### config.mk
export PLATFORM = sky130hd
export DESIGN_NAME = interrupt_sequencer_flat
export DESIGN_NICKNAME = d
export VERILOG_FILES = /design/src/rtl/interrupt_sequencer_if.sv /design/src/rtl/interrupt_sequencer.sv /design/src/flat_wrapper.sv
export SDC_FILE = /design/constraint.sdc
export NUM_CORES = 1
export LEC_CHECK = 0
export BUFFER_PORTS_ARGS = -buffer_cell sky130_fd_sc_hd__buf_2
export CORE_UTILIZATION = 47
export DETAILED_ROUTE_END_ITERATION = 8
export MAX_ROUTING_LAYER = met4
export PLACE_DENSITY = 0.79
export REMOVE_ABC_BUFFERS = 1
export SLEW_MARGIN = 40
export SYNTH_ARGS = -nofsm -noshare
export SYNTH_HDL_FRONTEND = slang
export SYNTH_SLANG_ARGS = --single-unit
### constraint.sdc
create_clock -name clock -period 2.05 [get_ports clock]
set_input_delay 0.41 -clock clock [delete_from_list [all_inputs] [get_ports clock]]
set_output_delay 0.41 -clock clock [all_outputs]
set_load 0.1 [all_outputs]
### src/rtl/interrupt_sequencer_if.sv
// Request/redirect bundle between the CPU + interrupt handler (master) and the
// interrupt sequencer (slave).
interface interrupt_sequencer_if #(
    parameter int ADDR_W = 16
);
    logic              irq_in;
    logic [4:0]        irq_num;
    logic              instr_boundary;
    logic [ADDR_W-1:0] pc_current;
    logic              reti;
    logic              ei_instr;
    logic              di_instr;
    logic              cpu_stall;
    logic              pc_load;
    logic [ADDR_W-1:0] pc_load_value;
    logic              flush;
    logic              enable_interrupts;
    logic              disable_interrupts;
    logic              in_service;
    logic [4:0]        cause;
    logic [ADDR_W-1:0] epc;

    modport master (
        output irq_in, irq_num, instr_boundary, pc_current, reti, ei_instr, di_instr,
        input  cpu_stall, pc_load, pc_load_value, flush, enable_interrupts,
               disable_interrupts, in_service, cause, epc
    );

    modport slave (
        input  irq_in, irq_num, instr_boundary, pc_current, reti, ei_instr, di_instr,
        output cpu_stall, pc_load, pc_load_value, flush, enable_interrupts,
               disable_interrupts, in_service, cause, epc
    );
endinterface

### src/rtl/interrupt_sequencer.sv
// Takes a latched interrupt at an instruction boundary, redirects fetch to its
// vector, tracks the ISR and restores the PC on reti; also maps EI/DI to pulses.
module interrupt_sequencer #(
    parameter int                ADDR_W       = 16,
    parameter logic [ADDR_W-1:0] VECTOR_BASE  = 16'h0040,
    parameter int                VECTOR_SHIFT = 2
) (
    input  logic                 clock,
    input  logic                 reset,
    interrupt_sequencer_if.slave bus
);
    typedef enum logic [2:0] {IDLE, PENDING, VECTOR, SERVICE, RETURN} state_t;

    state_t            state;
    logic [ADDR_W-1:0] vector_addr;

    // Wraps modulo 2^ADDR_W by construction of the operand widths.
    assign vector_addr = VECTOR_BASE + (ADDR_W'(bus.cause) << VECTOR_SHIFT);

    // Outputs are registered together with the state, so each one reflects the
    // state being entered and never depends combinationally on an input.
    always_ff @(posedge clock or posedge reset) begin
        if (reset) begin
            state                  <= IDLE;
            bus.cause              <= '0;
            bus.epc                <= '0;
            bus.cpu_stall          <= 1'b0;
            bus.flush              <= 1'b0;
            bus.pc_load            <= 1'b0;
            bus.pc_load_value      <= '0;
            bus.in_service         <= 1'b0;
            bus.enable_interrupts  <= 1'b0;
            bus.disable_interrupts <= 1'b0;
        end else begin
            // NOTE: defaults first, then the case overrides; non-blocking
            // assignments make the last write in program order win.
            bus.cpu_stall     <= 1'b0;
            bus.flush         <= 1'b0;
            bus.pc_load       <= 1'b0;
            bus.pc_load_value <= '0;
            bus.in_service    <= 1'b0;

            // DI wins over both a software EI and the re-arm issued on return.
            bus.disable_interrupts <= bus.di_instr;
            bus.enable_interrupts  <= !bus.di_instr &&
                                      ((bus.ei_instr && state != SERVICE) ||
                                       (state == SERVICE && bus.reti));

            case (state)
                IDLE: begin
                    if (bus.irq_in) begin
                        bus.cause <= bus.irq_num;
                        state     <= PENDING;
                    end
                end
                PENDING: begin
                    if (bus.instr_boundary) begin
                        bus.epc           <= bus.pc_current;
                        bus.cpu_stall     <= 1'b1;
                        bus.flush         <= 1'b1;
                        bus.pc_load       <= 1'b1;
                        bus.pc_load_value <= vector_addr;
                        state             <= VECTOR;
                    end
                end
                VECTOR: begin
                    bus.in_service <= 1'b1;
                    state          <= SERVICE;
                end
                SERVICE: begin
                    if (bus.reti) begin
                        bus.cpu_stall     <= 1'b1;
                        bus.flush         <= 1'b1;
                        bus.pc_load       <= 1'b1;
                        bus.pc_load_value <= bus.epc;
                        state             <= RETURN;
                    end else begin
                        bus.in_service <= 1'b1;
                    end
                end
                RETURN: begin
                    state <= IDLE;
                end
                default: begin
                    state <= IDLE;
                end
            endcase
        end
    end
endmodule

### src/flat_wrapper.sv
// flat-port wrapper written by rule: the top's interface ports become plain ports
module interrupt_sequencer_flat 
#(
    parameter int                ADDR_W       = 16,
    parameter logic [ADDR_W-1:0] VECTOR_BASE  = 16'h0040,
    parameter int                VECTOR_SHIFT = 2
)
  (clock, reset, bus_irq_in, bus_irq_num, bus_instr_boundary, bus_pc_current, bus_reti, bus_ei_instr, bus_di_instr, bus_cpu_stall, bus_pc_load, bus_pc_load_value, bus_flush, bus_enable_interrupts, bus_disable_interrupts, bus_in_service, bus_cause, bus_epc);
  interrupt_sequencer_if #(.ADDR_W(ADDR_W)) bus_i ();
  input  logic clock;
  input  logic reset;
  input wire logic [$bits(bus_i.irq_in)-1:0] bus_irq_in;
  input wire logic [$bits(bus_i.irq_num)-1:0] bus_irq_num;
  input wire logic [$bits(bus_i.instr_boundary)-1:0] bus_instr_boundary;
  input wire logic [$bits(bus_i.pc_current)-1:0] bus_pc_current;
  input wire logic [$bits(bus_i.reti)-1:0] bus_reti;
  input wire logic [$bits(bus_i.ei_instr)-1:0] bus_ei_instr;
  input wire logic [$bits(bus_i.di_instr)-1:0] bus_di_instr;
  output wire logic [$bits(bus_i.cpu_stall)-1:0] bus_cpu_stall;
  output wire logic [$bits(bus_i.pc_load)-1:0] bus_pc_load;
  output wire logic [$bits(bus_i.pc_load_value)-1:0] bus_pc_load_value;
  output wire logic [$bits(bus_i.flush)-1:0] bus_flush;
  output wire logic [$bits(bus_i.enable_interrupts)-1:0] bus_enable_interrupts;
  output wire logic [$bits(bus_i.disable_interrupts)-1:0] bus_disable_interrupts;
  output wire logic [$bits(bus_i.in_service)-1:0] bus_in_service;
  output wire logic [$bits(bus_i.cause)-1:0] bus_cause;
  output wire logic [$bits(bus_i.epc)-1:0] bus_epc;
  assign bus_i.irq_in = bus_irq_in;
  assign bus_i.irq_num = bus_irq_num;
  assign bus_i.instr_boundary = bus_instr_boundary;
  assign bus_i.pc_current = bus_pc_current;
  assign bus_i.reti = bus_reti;
  assign bus_i.ei_instr = bus_ei_instr;
  assign bus_i.di_instr = bus_di_instr;
  assign bus_cpu_stall = bus_i.cpu_stall;
  assign bus_pc_load = bus_i.pc_load;
  assign bus_pc_load_value = bus_i.pc_load_value;
  assign bus_flush = bus_i.flush;
  assign bus_enable_interrupts = bus_i.enable_interrupts;
  assign bus_disable_interrupts = bus_i.disable_interrupts;
  assign bus_in_service = bus_i.in_service;
  assign bus_cause = bus_i.cause;
  assign bus_epc = bus_i.epc;
  interrupt_sequencer #(.ADDR_W(ADDR_W), .VECTOR_BASE(VECTOR_BASE), .VECTOR_SHIFT(VECTOR_SHIFT)) u_core (.clock(clock), .reset(reset), .bus(bus_i));
endmodule
# Word-level counts from Yosys, hierarchy flattened
# Cells that the tools add are included.
dict set report totals {
  wordCells 37
  output_inout_bits 43
  register_bits 44
}
dict set report op_classes {
  n_mux 12
  n_reduce_logical 9
  eq_ne 7
  n_addsub 1
}
# cell n
set op_table {}
lappend op_table {{16-bit two-way mux} 2}
lappend op_table {{16-bit one-hot mux with 2 select lines} 1}
lappend op_table {{3-bit one-hot mux with 4 select lines} 1}
lappend op_table {{3-bit two-way mux} 3}
lappend op_table {{7-bit by 7-bit adder with 8-bit output (first input constant)} 1}
lappend op_table {{3-bit by 2-bit == test with 1-bit output (second input constant)} 2}
lappend op_table {{2-bit != test (second input constant)} 3}
lappend op_table {{1-bit one-hot mux with 2 select lines} 2}
lappend op_table {{2-bit AND reduction} 2}
lappend op_table {{3-bit by 1-bit == test with 1-bit output (second input constant)} 1}
lappend op_table {{1-bit logical AND} 3}
lappend op_table {{3-bit logical NOT} 1}
lappend op_table {{1-bit two-way mux} 3}
lappend op_table {{3-bit by 2-bit != test with 1-bit output (second input constant)} 1}
lappend op_table {{3-bit AND reduction} 1}
lappend op_table {{1-bit logical NOT} 1}
lappend op_table {{1-bit logical OR} 1}

# Logic depth before layout (Yosys ltp)
dict set report depth {
  ltp_word 4
  ltp_mapped 4
}

# Worst setup path after synthesis
# No wires, ideal clock.
dict set report synth_timing {
  kind {register to output}
  startpoint {reg u_core.bus.cpu_stall (netlist name)}
  endpoint {out bus_flush}
  setup_slack_ns 0.299
  t_arrival_ns 1.341
  n_path_buf 1
  path_stages_with_launch 2
  required_ns 1.640
  path_cell_list {dfrtp_1 -> buf_4}
}
# item line_no
set synth_rtl {}
lappend synth_rtl {{to (decl)} flat_wrapper.sv:22} ;# output wire logic [$bits(bus_i.flush)-1:0] bus_flush;

# Final worst setup path
dict set report layout_timing {
  startpoint {reg u_core.bus.cause[4] (netlist bit)}
  endpoint {out bus_cause[4]}
}
# item line_no
set layout_rtl {}
lappend layout_rtl {{from (decl)} interrupt_sequencer_if.sv:32} ;# disable_interrupts, in_service, cause, epc
lappend layout_rtl {{from (signal assigned)} interrupt_sequencer.sv:52} ;# bus.cause <= bus.irq_num;
lappend layout_rtl {{to (decl)} flat_wrapper.sv:26} ;# output wire logic [$bits(bus_i.cause)-1:0] bus_cause;
# No word-level cell between the ends.

==> flow_summary_export.csv <==
group,metric,value,unit
status,status,"completed",
floorplanning,die_h,62.0,um
sta,tightest_slew,0.569,ns
critical_path,crit_family,"buffers and inverters",
floorplanning,die-area,3840,um^2
sta,fin_crit,1.61,ns
sta,setup_viol,0,
cts,cts_tree,"done",
cts,clock-root-buffer,"clkbuf_4",
floorplanning,rows,21,
synth,synth_compound_area_share,4.44,%
floorplanning,ioPinCount,71,
grt,antenna_found_initial,0,
synth,synth_top_cell_area_share,65.1,%
synth,avgSynthCellArea,16.1,um^2
flow_run,drv_cap,0,
floorplanning,fp.dieW,62.0,um
cts,clock_sinks,44,
sta,fmax,621,MHz
synth,ys_warn_count,0,
synth,syn_area,1690,um^2
critical_path,crit_start,"u_core.bus.cause[4]$_DFFE_PP0P_",
final_layout,final_cell_mix,"buf_2, dfrtp_1, and2_1, mux2_4, mux2_2",
cts,cts_resized,0,
synth,synth_cell_types,23,
final_layout,final_common_cell,"buf_2",
synth,ys_seq_elements,44,
sta,rsz0062_at_grt,"false",
placed_design,pre_cts_ws,0.476,ns
sta,hold_viol,0,
routing,finalWirelength,3050,um
placed_design,routabilityCongestion,0.679,
placed_design,dp_hpwl,2280,um
grt,grtUsageTotal,17.4,%
cts,h-tree-depth,2,
critical_path,cp.buffers_inverters,1,
cts,clockBufferDepth,2,
critical_path,slowest_delay,0.45,ns
routing,ant_nets,0,
cts,cts_setup_buffers,0,
floorplanning,start_util,49.9,%
critical_path,startpoint_type,"register",
cts,clock_latency,0.34,ns
sta,drv_slew,0,
grt,grt.overflow.total,0,
final_layout,layout.nets,205,
critical_path,crit_path_cell_trace,"buf_2",
sta,fin_worst_skew,0.00665,ns
cts,numCtsBuffers,5,
grt,grt_pass1_wl,4430,um
routing,wire_per_inst,13.6,um
sta,setup_ws,0.440,ns
routing,routed_via_density,4.83,
critical_path,worstPathMaxFanout,4,
synth,synth_mux_area_share,17.5,%
grt,grt_pass1_vias,983,
final_layout,drive_above_1_share,58.4,%
routing,drc,0,
routing,num_vias,1081,
routing,drt_iter0_markers,19,
critical_path,worstPathArrival,1.20,ns
critical_path,critical_path.endpoint_type,"primary output",
cts,cts.clk_slew.worst_paths,0.12,ns
critical_path,crit_path_top_delay_cell,"buf_2",
cts,ctsHoldBuffers,0,
synth,synth_simple_gate_area_share,8.80,%
synth,synth_top_family_by_area,"multiplexers",
placed_design,numPortBuffers,70,
synth,synth_area_leaders,"dfrtp_1, mux2_4, mux2_2",
synth,synth_top_cell_by_area,"dfrtp_1",
critical_path,timing.rr.start,"u_core.state[1]$_DFFE_PP0P_",
floorplanning,core,3390,um^2
min_path,hp-class,"input pin to asynchronous set/reset pin",
critical_path,crit_type,"register to primary output",
routing,dr.pass1.iters,3,
final_layout,diodes,0,
synth,synth_xor_area_share,0,%
synth,synth_cells,105,
sta,period_share,78.5,%
synth,synth_fa_ha_area_share,0,%
critical_path,worst_ep_required_time,1.64,ns
sta,max-slew-margin-rel,62.0,%
grt,grt_max_degree,24,
final_layout,area_growth,27.5,%
synth,synth_seq_area_share,65.1,%
layer usage:
layer  wire, um  up-vias  track usage (%)
li1           -      506                -
met1       1150      533             18.1
met2       1700       40             30.2
met3        173        2             6.21
met4         18        0             5.71
met5          0        -                -
registers in the layout (all words and copies together) (netlist names):
register	cells
u_core.bus.in_service	1
u_core.bus.enable_interrupts	1
u_core.bus.cpu_stall	1
u_core.state	3
u_core.bus.cause	5
u_core.bus.pc_load_value	16
u_core.bus.epc	16
u_core.bus.disable_interrupts	1
area by class of cell:
| type | count | area, um^2 |
|---|---|---|
| Tap cell | 46 | 57.6 |
| Fill cell | 267 | 1230 |
| Clock buffer | 6 | 51.3 |
| Timing Repair Buffer | 72 | 390 |
| Clock inverter | 2 | 15.0 |
| Multi-Input combinational cell | 52 | 534 |
| Sequential cell | 44 | 1100 |
| Inverter | 2 | 7.51 |
kinds of logic (layout without fill, tap and decap cells):
group	Yosys count	in the layout
simple gates	20	20
buf+inv	9	82
mux	23	23
flops	44	44
compound gates	9	9
cells in the mapped netlist:
cell type	count
nor2_1	1
nor3_1	1
mux2_1	3
inv_1	2
a22o_1	6
a211oi_1	1
and2_1	10
a21oi_1	1
buf_2	2
a21bo_2	1
nor4bb_1	1
and4b_1	1
nand2b_1	2
or2_2	1
dfrtp_1	44
nor4b_4	1
buf_4	3
nand3b_1	2
buf_12	1
buf_6	1
mux2_4	10
mux2i_1	1
mux2_2	9
stage by stage:
step,area [um^2],TNS [ns],cells,hold WS [ns],utilization [%]
2_1_floorplan,1630,-38.20,98,0.441,-
3_3_place_gp,2090,0,216,0.480,61.7
3_5_place_dp,2090,0,216,0.486,61.7
4_1_cts,2160,0,224,0.112,63.6
5_1_grt,2160,0,224,0.0768,63.6
6_report,2160,0,224,0.0666,63.6
worst reg2reg max path, delay by kind of cell, from the launching register on:
kind,cells,cell delay [ns]
buf+inv,1,0.23
simple gates,1,0.39
mux,1,0.35
flops,1,0.52
final timing paths:
kind                                                           endpoint  slack [ns]  cells past startpoint
worst max-delay path                                       bus_cause[4]        0.44                      1
worst min-delay path                      u_core.bus.epc[8]$_DFFE_PP0P_        0.07                      2
worst max register to register           u_core.bus.epc[14]$_DFFE_PP0P_        0.47                      3
worst min register to register   u_core.bus.pc_load_value[14]$_DFF_PP0_        0.52                      1
max in group asynchronous                 u_core.bus.epc[4]$_DFFE_PP0P_        1.50                      3
min in group clock              u_core.bus.disable_interrupts$_DFF_PP0_        0.19                      1
Power is left out: the tool's default activity adds up to more than one toggle a clock period on the data nets, which glitch-free logic cannot reach.
